<file path="src/rtl/axi_ram_loader_pkg.sv">
// Shared types and helpers for the AXI RAM loader.
// State encoding, AXI constants and the burst-length rule.
package axi_ram_loader_pkg;

   typedef enum logic [1:0] {
      ST_IDLE = 2'd0,
      ST_ADDR = 2'd1,
      ST_DATA = 2'd2,
      ST_RESP = 2'd3
   } state_e;

   localparam logic [1:0] AXI_BURST_INCR = 2'b01;
   localparam logic [1:0] AXI_RESP_OKAY  = 2'b00;
   localparam int unsigned BOUNDARY_BYTES = 4096;

   // A burst never crosses a 4 KB page.
   function automatic int unsigned beats(
      input int unsigned addr,
      input int unsigned remaining,
      input int unsigned max_burst,
      input int unsigned bytes
   );
      int unsigned room;
      int unsigned n;
      room = (BOUNDARY_BYTES - (addr % BOUNDARY_BYTES)) / bytes;
      n = max_burst;
      if (remaining < n) n = remaining;
      if (room < n) n = room;
      return n;
   endfunction

endpackage

</file>
<file path="src/rtl/axi_ram_loader.sv">
// Stream-to-AXI4 write loader, one INCR burst outstanding.
// Optional AXI_RAM_LOADER_CSUM_EN adds a running word sum on csum_o.
module axi_ram_loader
   import axi_ram_loader_pkg::*;
#(
   parameter int unsigned DATA_WIDTH = 32,
   parameter int unsigned ADDR_WIDTH = 16,
   parameter int unsigned LEN_WIDTH  = 8,
   parameter int unsigned MAX_BURST  = 16
) (
   input  logic                  clk_i,
   input  logic                  rst_n_i,
   input  logic                  start_i,
   input  logic [ADDR_WIDTH-1:0] base_addr_i,
   input  logic [ADDR_WIDTH-1:0] num_words_i,
   output logic                  busy_o,
   output logic                  done_o,
   output logic                  err_o,
   input  logic [DATA_WIDTH-1:0] s_data_i,
   input  logic                  s_valid_i,
   output logic                  s_ready_o,
   output logic [ADDR_WIDTH-1:0] axi_awaddr_o,
   output logic [LEN_WIDTH-1:0]  axi_awlen_o,
   output logic                  axi_awvalid_o,
   input  logic                  axi_awready_i,
   output logic [DATA_WIDTH-1:0] axi_wdata_o,
   output logic                  axi_wlast_o,
   output logic                  axi_wvalid_o,
   input  logic                  axi_wready_i,
   input  logic [1:0]            axi_bresp_i,
   input  logic                  axi_bvalid_i,
   output logic                  axi_bready_o
`ifdef AXI_RAM_LOADER_CSUM_EN
   ,
   output logic [DATA_WIDTH-1:0] csum_o
`endif
);

   localparam int unsigned BYTES = DATA_WIDTH / 8;

   state_e                state_q, state_d;
   logic [ADDR_WIDTH-1:0] addr_q, addr_d;
   logic [ADDR_WIDTH-1:0] rem_q, rem_d;
   logic [LEN_WIDTH-1:0]  len_q, len_d;
   logic [LEN_WIDTH-1:0]  beat_q, beat_d;
   logic                  done_q, done_d;
   logic                  err_q, err_d;

   logic [ADDR_WIDTH-1:0] base_al;
   logic [ADDR_WIDTH-1:0] nxt_addr;
   logic                  in_data;
   logic                  fire;

   assign base_al  = base_addr_i & ~ADDR_WIDTH'(BYTES - 1);
   assign nxt_addr = addr_q
      + ADDR_WIDTH'((32'(len_q) + 32'd1) * BYTES);
   assign in_data  = (state_q == ST_DATA);
   assign fire     = in_data && s_valid_i && axi_wready_i;

`ifdef AXI_RAM_LOADER_CSUM_EN
   logic [DATA_WIDTH-1:0] csum_q, csum_d;
`endif

   always_comb begin
      state_d = state_q;
      addr_d  = addr_q;
      rem_d   = rem_q;
      len_d   = len_q;
      beat_d  = beat_q;
      done_d  = 1'b0;
      err_d   = err_q;
`ifdef AXI_RAM_LOADER_CSUM_EN
      csum_d  = csum_q;
`endif
      unique case (state_q)
         ST_IDLE: begin
            if (start_i) begin
               err_d = 1'b0;
`ifdef AXI_RAM_LOADER_CSUM_EN
               csum_d = '0;
`endif
               if (num_words_i == '0) begin
                  done_d = 1'b1;
               end else begin
                  state_d = ST_ADDR;
                  addr_d  = base_al;
                  rem_d   = num_words_i;
                  len_d   = LEN_WIDTH'(beats(32'(base_al),
                     32'(num_words_i), MAX_BURST, BYTES) - 1);
               end
            end
         end
         ST_ADDR: begin
            if (axi_awready_i) begin
               state_d = ST_DATA;
               beat_d  = '0;
            end
         end
         ST_DATA: begin
            if (fire) begin
               beat_d = beat_q + 1'b1;
               rem_d  = rem_q - 1'b1;
`ifdef AXI_RAM_LOADER_CSUM_EN
               csum_d = csum_q + s_data_i;
`endif
               if (beat_q == len_q) state_d = ST_RESP;
            end
         end
         ST_RESP: begin
            if (axi_bvalid_i) begin
               if (axi_bresp_i != AXI_RESP_OKAY) err_d = 1'b1;
               addr_d = nxt_addr;
               if (rem_q == '0) begin
                  state_d = ST_IDLE;
                  done_d  = 1'b1;
               end else begin
                  state_d = ST_ADDR;
                  len_d   = LEN_WIDTH'(beats(32'(nxt_addr),
                     32'(rem_q), MAX_BURST, BYTES) - 1);
               end
            end
         end
         default: state_d = ST_IDLE;
      endcase
   end

   always_ff @(posedge clk_i or negedge rst_n_i) begin
      if (!rst_n_i) begin
         state_q <= ST_IDLE;
         addr_q  <= '0;
         rem_q   <= '0;
         len_q   <= '0;
         beat_q  <= '0;
         done_q  <= 1'b0;
         err_q   <= 1'b0;
      end else begin
         state_q <= state_d;
         addr_q  <= addr_d;
         rem_q   <= rem_d;
         len_q   <= len_d;
         beat_q  <= beat_d;
         done_q  <= done_d;
         err_q   <= err_d;
      end
   end

`ifdef AXI_RAM_LOADER_CSUM_EN
   always_ff @(posedge clk_i or negedge rst_n_i) begin
      if (!rst_n_i) csum_q <= '0;
      else          csum_q <= csum_d;
   end

   assign csum_o = csum_q;
`endif

   assign busy_o        = (state_q != ST_IDLE);
   assign done_o        = done_q;
   assign err_o         = err_q;
   assign s_ready_o     = in_data && axi_wready_i;
   assign axi_awaddr_o  = addr_q;
   assign axi_awlen_o   = len_q;
   assign axi_awvalid_o = (state_q == ST_ADDR);
   assign axi_wdata_o   = in_data ? s_data_i : '0;
   assign axi_wlast_o   = in_data && (beat_q == len_q);
   assign axi_wvalid_o  = in_data && s_valid_i;
   assign axi_bready_o  = (state_q == ST_RESP);

endmodule
</file>
<file path="config.mk">
export PLATFORM = sky130hd
export DESIGN_NAME = axi_ram_loader
export DESIGN_NICKNAME = d
export VERILOG_FILES = /design/src/rtl/axi_ram_loader_pkg.sv /design/src/rtl/axi_ram_loader.sv
export SDC_FILE = /design/constraint.sdc
export NUM_CORES = 1
export LEC_CHECK = 0
export ABC_AREA = 1
export CAP_MARGIN = 0
export CORE_MARGIN = 2
export CORE_UTILIZATION = 52
export DETAILED_ROUTE_END_ITERATION = 16
export MAX_ROUTING_LAYER = met4
export PLACE_DENSITY = 0.85
export SETUP_SLACK_MARGIN = 0.15
export SLEW_MARGIN = 20
export SYNTH_ARGS = -nofsm -noshare
export SYNTH_HDL_FRONTEND = slang
export SYNTH_SLANG_ARGS = --single-unit
</file>
<file path="constraint.sdc">
create_clock -name clk_i -period 7.45 [get_ports clk_i]
set_clock_uncertainty 0.2 [all_clocks]
set_input_delay 0.745 -clock clk_i [delete_from_list [all_inputs] [get_ports clk_i]]
set_output_delay 0.745 -clock clk_i [all_outputs]
set_load 0.02 [all_outputs]
</file>
==> impl_metrics.csv <==
group,metric,value,unit
setup_path,critical_path.max_stage_delay,520,ps
cts,cts.reportedPaths.clkPinSlew,100,ps
cts,hold_buffers,0,
logic_synthesis,yosysTopAreaCellShare,0.248,
setup_path,rr_endpoint,"axi_awlen_o[2]",
setup_path,timing.reg2reg.worst_path_depth,31,
cts,ctsResizeCount,0,
logic_synthesis,synth_top_flop_cell,"sky130_fd_sc_hd__dfrtp_1",
cts,clock_tree_from_tritoncts,"yes",
die,die_h,102,microns
sta,rsz_0062_raised_after_global_routing,"no",
cells_and_area,syn_to_final_growth,30.5,%
power,power.leakage,3.31,nW
cells_and_area,layout.cells.most_common_list,"sky130_fd_sc_hd__nand2_1, sky130_fd_sc_hd__inv_1, sky130_fd_sc_hd__clkdlybuf4s50_1",
sta,setup_viol,0,
run,timing.max_cap.violations,0,
setup_path,cpMostUsedCell,"sky130_fd_sc_hd__inv_1",
sta,worstMarginPinSlew,913,ps
grt,grt_first_pass_wirelength,22900,microns
cells_and_area,drive_gt1_frac,0.0588,
die,rows,35,
sta,final_max_slew_viol_count,0,
logic_synthesis,edff_count_synth,0,
cells_and_area,n_fill_cell,762,
die,placeableCoreArea,0.00933,sq mm
sta,postLayoutSetupSlackWorst,2220,ps
power,share_comb_of_total_power,0.796,
logic_synthesis,postSynth.asyncResetShare,1.00,
logic_synthesis,ys_types,51,
grt,gr-usage-all-layers,0.277,
drt,antenna_left,0,
placed_design,pre_cts_setup_slack,2300,ps
grt,use_met2,0.484,
logic_synthesis,netlist_instances,768,
placed_design,placed_area,0.00649,sq mm
sta,slew_headroom,0.391,
logic_synthesis,synth.avg_cell_area,6.56,sq um
cts,clk_latency,310,ps
cts,sink_count_of_the_clock_tree,50,
setup_path,internal_reg_to_reg_setup_slack,2220,ps
setup_path,worst_r2r_startpoint,"axi_awlen_o[2]",
cts,cts_htree_levels,2,
setup_path,critical_path.endpoint_type,"register",
cells_and_area,multiInputGateArea,0.00320,sq mm
cts,cts.repair_timing.setup_buffer_count,0,
placed_design,post-dp-hpwl,10800,microns
setup_path,critical_path.startpoint_type,"register",
power,ir_worst_vdd,281,uV
logic_synthesis,synth_area_leader_cell,"sky130_fd_sc_hd__dfrtp_1",
drt,routed-via-count,5379,
drt,drt_pre_antenna_iters,6,
power,power_frac_seq,0.154,
logic_synthesis,synth.yosys.seq_area_share,0.248,
logic_synthesis,syn_warnings,0,
die,boundaryPins,137,
logic_synthesis,ys_top_cells_by_area,"sky130_fd_sc_hd__dfrtp_1, sky130_fd_sc_hd__nand2_1, sky130_fd_sc_hd__ha_1",
cts,cts-root-buf,"sky130_fd_sc_hd__clkbuf_8",
placed_design,port-buffer-count,132,
power,switching_share,0.559,
cells_and_area,num-nets-final,1017,
power,internal_power,1.49,mW
placed_design,gp_routability_congestion,0.916,
sta,fin_setup_tns,0,ps
min_path,holdCritPathClass,"in2async",
power,switchingPower,1.88,mW
grt,groute.layer.met3.usage,0.0369,
grt,maximum_number_of_pins_on_one_net_before_global_route_repair,61,
sta,final.period_utilization,0.702,
grt,global_route.usage.met1,0.335,
grt,global_route.peak_usage_layer,"met2",
die,dieWidth,102,microns
die,die-area,0.0105,sq mm
cells_and_area,register_area,0.00125,sq mm
power,power.density,512,mW/mm^2
grt,grt_antenna_before_repair,0,
sta,fmax,191,MHz
grt,via_count_of_the_first_global_routing_pass,5370,
cts,cts_buffers,5,
sta,timing_hold_violations_final,0,
die,floorplan.initialDensity,0.540,
logic_synthesis,area_of_the_mapped_netlist,0.00504,sq mm
grt,grt-ovfl-total,0,
setup_path,crit_arrival,5260,ps
setup_path,criticalPathCategory,"reg2reg",
cells_and_area,leading_cell_type_in_the_layout_fill_and_taps_excluded,"sky130_fd_sc_hd__nand2_1",
drt,drt_first_iter_violations,243,
power,clockPowerShare,0.049,
drt,routed_via_density,5.22,
cells_and_area,final_core_utilization,0.705,
run_status,run_status,"finished, final reports clean",
cts,clockBufferDepth,2,
sta,holdWs,324,ps
drt,remaining_drc_errors,0,
setup_path,critical_path_peak_fanout,7,
setup_path,worst_ep_required_time,7480,ps
logic_synthesis,synth.ff_latch_count,50,
cells_and_area,design_area,0.00658,sq mm
setup_path,critPathSlowestCell,"sky130_fd_sc_hd__a221oi_2",
sta,final.min_clock_period,5230,ps
drt,detail_route.wl_per_cell,13.1,microns
drt,finalWirelength,13500,microns
cells_and_area,diodes,0,
per-layer routing:
layer | vias to the layer above | share of wire
li1 | 2689 | -
met1 | 2456 | 0.42
met2 | 211 | 0.50
met3 | 23 | 0.059
met4 | 0 | 0.018
met5 | - | 0
worst max path at each step:
stage,depth (start not counted),end,from,slack (ps)
2_1_floorplan,31,axi_awlen_o[2],axi_awlen_o[2],2830
3_3_place_gp,31,axi_awlen_o[2],axi_awlen_o[2],2560
3_5_place_dp,31,axi_awlen_o[2],axi_awlen_o[2],2300
4_1_cts,31,axi_awlen_o[2],axi_awlen_o[2],2250
5_1_grt,31,axi_awlen_o[2],axi_awlen_o[2],1630
6_report,31,axi_awlen_o[2],axi_awlen_o[2],2220
worst max-delay path: cells and delay by family, from the launching register on:
family,cells,cell delay (ps)
simple gates,13,1670
compound gates,6,1190
fa+ha+maj,3,800
flops,1,500
buf+inv,7,500
xor+xnor,2,290
logic make-up (layout without fill, tap and decap cells):
| group | Yosys count | in the layout | synth area share |
|---|---|---|---|
| compound gates | 122 | 122 | 0.141 |
| xor+xnor | 36 | 36 | 0.0737 |
| fa+ha+maj | 42 | 42 | 0.106 |
| buf+inv | 167 | 289 | 0.127 |
| flops | 50 | 50 | 0.248 |
| other cells | 2 | 14 | 0.00149 |
| simple gates | 349 | 349 | 0.302 |
final cells by class:
| cell class | instances | share of cell area |
|---|---|---|
| Multi-Input combinational cell | 563 | 0.486 |
| Timing Repair Buffer | 134 | 0.202 |
| Sequential cell | 50 | 0.190 |
| Inverter | 148 | 0.0845 |
| Tap cell | 129 | 0.0245 |
| Clock buffer | 5 | 0.0105 |
| Clock inverter | 2 | 0.00209 |
state kept, by name, summed over array words and instances (netlist names):
name and count:
err_o 1, done_o 1, rem_q 16, axi_awlen_o 8, axi_awaddr_o 14, beat_q 8
state_q 2
cell usage after synthesis (4+ instances only):
cell / n
sky130_fd_sc_hd__inv_2: 9
sky130_fd_sc_hd__dfrtp_1: 50
sky130_fd_sc_hd__nor2_1: 74
sky130_fd_sc_hd__clkbuf_1: 13
sky130_fd_sc_hd__a211oi_1: 5
sky130_fd_sc_hd__o21ai_0: 50
sky130_fd_sc_hd__a22oi_1: 4
sky130_fd_sc_hd__xor2_1: 22
sky130_fd_sc_hd__nand2_2: 11
sky130_fd_sc_hd__nand2_1: 173
sky130_fd_sc_hd__o22ai_1: 5
sky130_fd_sc_hd__a21oi_1: 33
sky130_fd_sc_hd__clkinv_1: 4
sky130_fd_sc_hd__nand4_1: 13
sky130_fd_sc_hd__ha_1: 41
sky130_fd_sc_hd__xnor2_1: 8
sky130_fd_sc_hd__inv_1: 135
sky130_fd_sc_hd__a31oi_1: 4
sky130_fd_sc_hd__nand3_1: 49
sky130_fd_sc_hd__nor3_1: 9
power by group through the flow:
stage | Clock [mW] | Sequential [mW] | Combinational (mW)
after floorplan | 0 | 0.572 | 1.89
after global placement | 0 | 0.516 | 2.53
after detailed placement | 0 | 0.523 | 2.64
after CTS | 0.168 | 0.518 | 2.67
after global routing | 0.179 | 0.537 | 3.02
final | 0.166 | 0.520 | 2.68
per-stage QoR:
stage / total power, mW / std cells
floorplan: 2.47 / 780
global placement: 3.05 / 1024
detailed placement: 3.16 / 1024
CTS: 3.36 / 1031
global route: 3.74 / 1031
finish: 3.37 / 1031
Power figures use the tool's default switching activity.
